`config.mk`:
```
export PLATFORM = sky130hd
export DESIGN_NAME = apb2axi_rd_collector
export DESIGN_NICKNAME = d
export VERILOG_FILES = /design/src/rtl/apb2axi_rd_collector.sv
export SDC_FILE = /design/constraint.sdc
export NUM_CORES = 1
export LEC_CHECK = 0
export ABC_AREA = 1
export BUFFER_PORTS_ARGS = -buffer_cell sky130_fd_sc_hd__buf_2
export CORE_MARGIN = 5
export CORE_UTILIZATION = 51
export DETAILED_ROUTE_END_ITERATION = 7
export GPL_TIMING_DRIVEN = 1
export HOLD_SLACK_MARGIN = 0.05
export PLACE_DENSITY = 0.69
export SKIP_LAST_GASP = 1
export SLEW_MARGIN = 20
export SYNTH_ARGS = -nofsm -noshare
export SYNTH_HDL_FRONTEND = slang
export SYNTH_SLANG_ARGS = --single-unit
```
`constraint.sdc`:
```
create_clock -name ACLK -period 21 [get_ports ACLK]
set_clock_uncertainty 0.2 [all_clocks]
set_input_delay 1.05 -clock ACLK [delete_from_list [all_inputs] [get_ports ACLK]]
set_output_delay 1.05 -clock ACLK [all_outputs]
set_load 0.01 [all_outputs]
```
`src/rtl/apb2axi_rd_collector.sv`:
```
// AXI R-channel collector: registers beats toward the read data FIFO and
// tracks per-tag beat counts to report one merged completion per burst.
module apb2axi_rd_collector #(
  parameter  int TAG_W_P  = 4,
  parameter  int DATA_W_P = 32,
  parameter  int LEN_W_P  = 8,
  localparam int NUM_TAGS = 2**TAG_W_P,
  localparam int RDF_W    = TAG_W_P + DATA_W_P + 1
) (
  input  logic                ACLK,
  input  logic                ARESET,
  input  logic                ar_issue_valid,
  input  logic [TAG_W_P-1:0]  ar_issue_tag,
  input  logic [LEN_W_P-1:0]  ar_issue_len,
  input  logic                RVALID,
  output logic                RREADY,
  input  logic [TAG_W_P-1:0]  RID,
  input  logic [DATA_W_P-1:0] RDATA,
  input  logic [1:0]          RRESP,
  input  logic                RLAST,
  output logic                rdf_push_valid,
  output logic [RDF_W-1:0]    rdf_push_payload,
  input  logic                rdf_push_ready,
  output logic                cpl_valid,
  output logic [TAG_W_P-1:0]  cpl_tag,
  output logic [1:0]          cpl_resp,
  output logic                cpl_len_err,
  output logic                err_unexp,
  output logic                err_dup_issue,
  output logic [NUM_TAGS-1:0] tag_pending
);

  typedef logic [LEN_W_P:0] cnt_t;

  logic [NUM_TAGS-1:0] pending;
  cnt_t                cnt  [NUM_TAGS];
  logic [LEN_W_P-1:0]  len  [NUM_TAGS];
  logic [1:0]          resp [NUM_TAGS];
  logic                out_v;

  logic acc;
  logic hit;
  logic fin;
  logic iss_ok;
  cnt_t cnt_nxt;
  cnt_t exp_beats;
  logic [1:0] resp_nxt;

  assign RREADY         = !ARESET && (!out_v || rdf_push_ready);
  assign rdf_push_valid = out_v;
  assign tag_pending    = pending;

  // A final beat frees its tag in the same cycle, so a coincident issue
  // to that tag starts the next burst instead of being flagged.
  always_comb begin
    acc       = RVALID && RREADY;
    hit       = acc && pending[RID];
    fin       = hit && RLAST;
    cnt_nxt   = (&cnt[RID]) ? cnt[RID] : cnt[RID] + 1'b1;
    exp_beats = cnt_t'(len[RID]) + 1'b1;
    resp_nxt  = (RRESP > resp[RID]) ? RRESP : resp[RID];
    iss_ok    = ar_issue_valid &&
                (!pending[ar_issue_tag] || (fin && RID == ar_issue_tag));
  end

  always_ff @(posedge ACLK or posedge ARESET) begin
    if (ARESET) begin
      out_v            <= 1'b0;
      rdf_push_payload <= '0;
    end else if (hit) begin
      out_v            <= 1'b1;
      rdf_push_payload <= {RID, RDATA, RLAST};
    end else if (rdf_push_ready) begin
      out_v            <= 1'b0;
    end
  end

  always_ff @(posedge ACLK or posedge ARESET) begin
    if (ARESET) begin
      cpl_valid     <= 1'b0;
      cpl_tag       <= '0;
      cpl_resp      <= '0;
      cpl_len_err   <= 1'b0;
      err_unexp     <= 1'b0;
      err_dup_issue <= 1'b0;
    end else begin
      cpl_valid     <= fin;
      cpl_tag       <= fin ? RID : '0;
      cpl_resp      <= fin ? resp_nxt : '0;
      cpl_len_err   <= fin && (cnt_nxt != exp_beats);
      err_unexp     <= acc && !pending[RID];
      err_dup_issue <= ar_issue_valid && !iss_ok;
    end
  end

  always_ff @(posedge ACLK or posedge ARESET) begin
    if (ARESET) begin
      pending <= '0;
      for (int i = 0; i < NUM_TAGS; i++) begin
        cnt[i]  <= '0;
        len[i]  <= '0;
        resp[i] <= '0;
      end
    end else begin
      if (hit) begin
        cnt[RID]  <= cnt_nxt;
        resp[RID] <= resp_nxt;
        if (RLAST) pending[RID] <= 1'b0;
      end
      if (iss_ok) begin
        pending[ar_issue_tag] <= 1'b1;
        cnt[ar_issue_tag]     <= '0;
        len[ar_issue_tag]     <= ar_issue_len;
        resp[ar_issue_tag]    <= '0;
      end
    end
  end

endmodule
```
* After elaboration in Yosys (flattened, before gate mapping) *
Index checks and enable logic that the tools add are counted.

storage, ports and cells
  bits in read-only memories = 0
  memories = 0
  output and inout bits = 65
  register bits = 368
  logic and storage cells = 144
  memory bits (writable) = 0
  bits in latches = 0

cells by class
  $lt $le $gt $ge = 9
  reduce and logical (&&, ||, !) cells = 22
  $mul = 0
  muxes and demuxes = 43
  bitwise logic cells = 9
  divide/modulo/power cells = 0
  eq/ne operators = 2
  $add $sub $neg = 2
  shift operators = 0

operator list
  kind                number
  $mux 144            2
  $and 144x144->144   1
  $bwmux 144          1
  $not 144->144       1
  $bwmux 128          1
  $demux 9 s4         2
  $mux 32             2
  $mux 16             3
  $mux 9              5
  $bmux 9 s4          1
  $and 32x32->32      1
  $bmux 8 s4          1
  $bwmux 32           1
  $demux 8 s4         1
  $not 32->32         1
  $mux 8              3
  $and 16x16->16      1
  $demux 2 s4         2
  $not 16->16         1
  $or 16x16->16       1
  $logic_and 1x1->1   13
  $mux 2              6
  $ge 5x5->1 const B  2
  $lt 4x5->1 const B  2
  other kinds (17)    32

* Logic depth before layout (Yosys ltp) *
  depth after elaboration = 11
  depth in mapped cells = 25
  mapped depth without buffers = 23

* Worst setup path before layout *
No wires, ideal clock.

  path kind = input -> register
  start point = input RID[0]
  end point = register resp[16] (netlist bit)
  buffers on the path = 4
  arrival = 3.439 ns
  slack = 17.248 ns
  stages on the path = 18
  path through = buf_6 nand2_1 inv_1 buf_4 clkbuf_1 a22oi_1 a21oi_1 nor4_1 ha_1 nor2_1 o22ai_1 nand2_1 o21ai_1 inv_1 clkbuf_1 o21ai_0 nand2_1 inv_1

between the ends
  cells in the longest elaborated chain, start to end = 10
  elaborated cells on any way between the ends = 23

ends and longest elaborated chain
  what                                        RTL line  text
  start: declaration                          17        input logic [TAG_W_P-1:0] RID,
  $not 4->5 (not written as such)             61, 107
  $bmux 2 s4                                  61        resp_nxt = (RRESP > resp[RID]) ? RRESP : resp[RID];
  $mux 2 (not written as such) (2 in series)  61
  $gt 2x2->1                                  61
  $mux 2                                      61
  $bwmux 32                                   107       resp[RID] <= resp_nxt;
  $mux 32                                     105       if (hit) begin
  $and 32x32->32 (no line)                    n/a
  $mux 32 (*)                                 110       if (iss_ok) begin
  end signal: indexed assignment              107
  end: declaration                            38        logic [1:0] resp [NUM_TAGS];

Mark *: on every way between the ends. The rest lies on a longest branch, timed or not. The select of a mux whose other input is x is not followed.
A chain may end at the register's enable or synchronous reset.

* Worst setup path in the final report *
  start point = input RID[1]
  end point = register resp[19] (netlist bit)

between the ends
  elaborated cells on any way between the ends = 23

RTL lines
  what                          RTL line  text
  $bmux 1 s4                    57        hit = acc && pending[RID];
  $mux 1 (not written as such)  57
  $logic_and 1x1->1             57
  $logic_and 1x1->1             58        fin = hit && RLAST;
  via fin                       43        logic fin;
  $logic_and 1x1->1             63        (!pending[ar_issue_tag] || (fin && RID == ar_issue_tag));
  $logic_or 1x1->1              63
  $logic_and 1x1->1             62        iss_ok = ar_issue_valid &&
  $mux 32                       110

The timed path passes the listed nets, and every way through them passes these cells. The select of a mux whose other input is x is not followed.

==> flow_summary_export.csv <==
group,metric,value,unit
timing,max_freq,149.9,MHz
placement,placedCellCount,2847,
global_route,grt_pass1_vias,15930,
synth,synth_ff_type,"dfrtp_1",
worst_setup_path,crit_slowest_cell,"inv_2",
worst_setup_path,critPathBufInv,8,
layout,stdcell_area,20360,µm²
synth,synth_seq_area_share,49.91,%
worst_setup_path,cp.required,21250,ps
timing,fin_tns_setup,0,ps
worst_setup_path,reg2reg_slack,16660,ps
drt,drc,0,
power,power,2.114,mW
synth,synth_fp_nets,2452,
timing,finalWorstSetupSlack,14330,ps
drt,vias_per_cell,5.636,
worst_setup_path,path_class,"in -> reg",
synth,synth_top_area_share,49.91,%
clock_network,ctsResizeCount,0,
floorplanning,io_pins,121,
worst_setup_path,crit_start,"RID[1]",
clock_network,cts.path.max_buffers,3,
worst_setup_path,reg2reg_depth,14,
synth,synth-edff-count,0,
worst_setup_path,worstPathCellList,"buf_2, buf_4, inv_2, nand2_2, inv_2, a22oi_1, o221ai_1, nand2_1, nand2_1, inv_1, nand2_2, nand2_4, nor2_8, inv_4, o21ai_4, nand3_1, inv_1, or2_2, inv_1",
global_route,grt_max_degree,169,
power,power_density,103.8,nW/µm²
layout,synthToLayoutAreaGrowth,10.36,%
timing,tightestPinTransition,1079,ps
drt,drtPass1Iterations,6,
placement,place_hpwl,37420,µm
clock_network,path_clk_slew,60,ps
timing,hold_violations,0,
hold_path,hold_depth,2,
worst_setup_path,cp_top_family,"buffers and inverters",
hold_path,hp-class,"reg -> reg",
drt,ant_nets,0,
worst_setup_path,reg2reg_from,"tag_pending[4]",
synth,synthCells,2391,
layout,layout.cells.non_filler,2918,
worst_setup_path,r2r-end,"resp[19]",
hold_path,holdPathEnd,"rdf_push_payload[22]",
worst_setup_path,start_kind,"input port",
floorplanning,die_area,40080,µm²
worst_setup_path,endpoint_kind,"flip-flop",
drt,first_iter_violations,1821,
layout,fillers,3311,
worst_setup_path,cp_max_fo,43,
worst_setup_path,cpMostUsedCell,"inv_1",
layout,n_antenna_cell,0,
clock_network,clock_latency,570,ps
synth,syn_area_per_cell,7.717,µm²
floorplanning,die_y,200.2,µm
global_route,grt_remaining_overflow,0,
placement,port_buffers,120,
floorplanning,design.core.area,35660,µm²
floorplanning,num_rows,69,
power,ir_drop,79.61,µV
timing,finalSetupViolCount,0,
synth,yosysTopAreaCell,"dfrtp_1",
run,maxCapViolations,0,
clock_network,numCtsBuffers,40,
synth,yosys_register_bits,368,
global_route,grt_usage,28.52,%
synth,netlist_area,18450,µm²
synth,ys_top_cells_by_area,"dfrtp_1, nand2_1, o21ai_0",
clock_network,post_cts.repair.setup_buffers,0,
layout,drive_gt1_share,10.66,%
power,p_leak,10.93,nW
worst_setup_path,arrival,6920,ps
drt,post_drt_wl_per_cell,19.84,µm
hold_path,holdCritStartpoint,"rdf_push_payload[22]",
drt,vias,16450,
status,outcome,"finished clean",
layout,utilization,57.11,%
clock_network,cts_hold_buf,0,
timing,rsz0062_at_grt,"no",
timing,finalMaxSlewViolations,0,
synth,ys_warn_count,0,
layout,nets,2489,
clock_network,cts.htree.levels,2,
synth,yosysUniqueCellTypes,44,
placement,place_area,18940,µm²
timing,finalCritPeriodShare,31.76,%
worst_setup_path,cpPeakStageDelay,920,ps
clock_network,cts_sinks,368,
drt,finalWirelength,57890,µm
placement,pre_cts_ws,13940,ps
timing,fin_hold_ws,271.2,ps
clock_network,cts-root-buf,"clkbuf_16",
timing,slew_headroom,27.98,%
floorplanning,die_w,200.2,µm
timing,min_period,6669,ps
floorplanning,initial_core_util,51.75,%
global_route,grt_pass1_wl,91490,µm
placement,place_congestion,0.9882,
global_route,antenna_found_initial,1,
clock_network,cts_tree,"built",
synth,synthArstFlopShare,100.0,%
## synth_stat cells (11+ instances only)
cell type  instances
dfrtp_1          368
o21ai_1           12
or2_2             16
buf_4             16
buf_6             19
o22ai_1           16
nand4_1           31
o211ai_1          30
a21oi_1           88
nand2_1          916
inv_1            207
clkbuf_1          33
nand2_2           13
nor2_1           174
nand3_1           29
a22oi_1           35
o211a_1           11
o21ai_0          235
buf_2             62
## placed cells by master, fill, tap and decap left out, types with 3 or more instances in the layout
master and count:
nand3_1 29, clkinv_2 7, or2_2 16, o21ai_0 235, nand2_1 916, nor2_2 5, clkbuf_16 42, nand3b_1 3
a21o_1 3, nand3_4 8, o21ai_2 6, clkinv_1 3, dfrtp_1 368, o211ai_1 30, o221ai_1 8, o211a_1 11
nand2_2 13, nand4_1 31, a22oi_1 35, a21oi_1 88, inv_1 205, clkbuf_1 8, clkbuf_8 5, nor2_1 174
bufinv_16 7, xor2_1 3, inv_2 5, buf_4 12, o22ai_1 16, buf_2 120, o21ai_1 12, ha_1 5
nor3_1 8
## tightest hold or removal path, stage by stage, from the launching register on
cell and delay, ps:
dfrtp_1 340, nand2_1 50, nand2_1 50
## how the worst max path moves through the flow
stage                to  slack (ps)  depth (start not counted)
6_report       resp[19]       14330                         19
5_1_grt        resp[19]       13990                         19
4_1_cts        resp[19]       14510                         19
3_5_place_dp   resp[19]       13940                         19
3_3_place_gp   resp[29]       14130                         19
2_1_floorplan    cnt[0]        9530                          1
## registers in the layout, summed over array words and instances (netlist names)
name              cells
len                 128
cpl_valid             1
cpl_resp              2
cpl_len_err           1
rdf_push_payload     37
resp                 32
cnt                 144
tag_pending          16
cpl_tag               4
err_dup_issue         1
rdf_push_valid        1
err_unexp             1
## report_power, final
group	internal, mW	leakage [nW]	switching [mW]
registers	0.852	4.77	0.0842
clock network	0.469	0.696	0.298
logic	0.141	5.47	0.269
total	1.46	10.9	0.651
## routing by layer
layer | global-route usage, % | vias to the layer above | part of all wire [%]
met1 | 40.17 | 7822 | 43
met5 | 0 | - | 0.012
li1 | - | 7671 | -
met4 | 10.87 | 2 | 3.8
met3 | 7.309 | 144 | 10
met2 | 42.82 | 808 | 43
## cells by family after synthesis
logic type / Yosys count / synth area share, %
XOR/XNOR: 3 / 0.1424
flip-flops: 368 / 49.91
buffers and inverters: 354 / 8.823
AND/OR/NAND/NOR: 1213 / 26.89
adder cells (fa/ha/maj): 5 / 0.3391
AO/OA/AOI/OAI: 448 / 13.90
## area by class of cell
class / instances / area [µm²] / area share, %
flip-flops and latches: 368 / 9209 / 45.23
multi-input cells: 1669 / 7619 / 37.42
clock buffers: 55 / 1150 / 5.647
inverters: 215 / 817.0 / 4.013
repair buffers: 134 / 721.9 / 3.546
well taps: 461 / 576.8 / 2.833
clock inverters: 16 / 269.0 / 1.321
(Power assumes the default switching activity.)
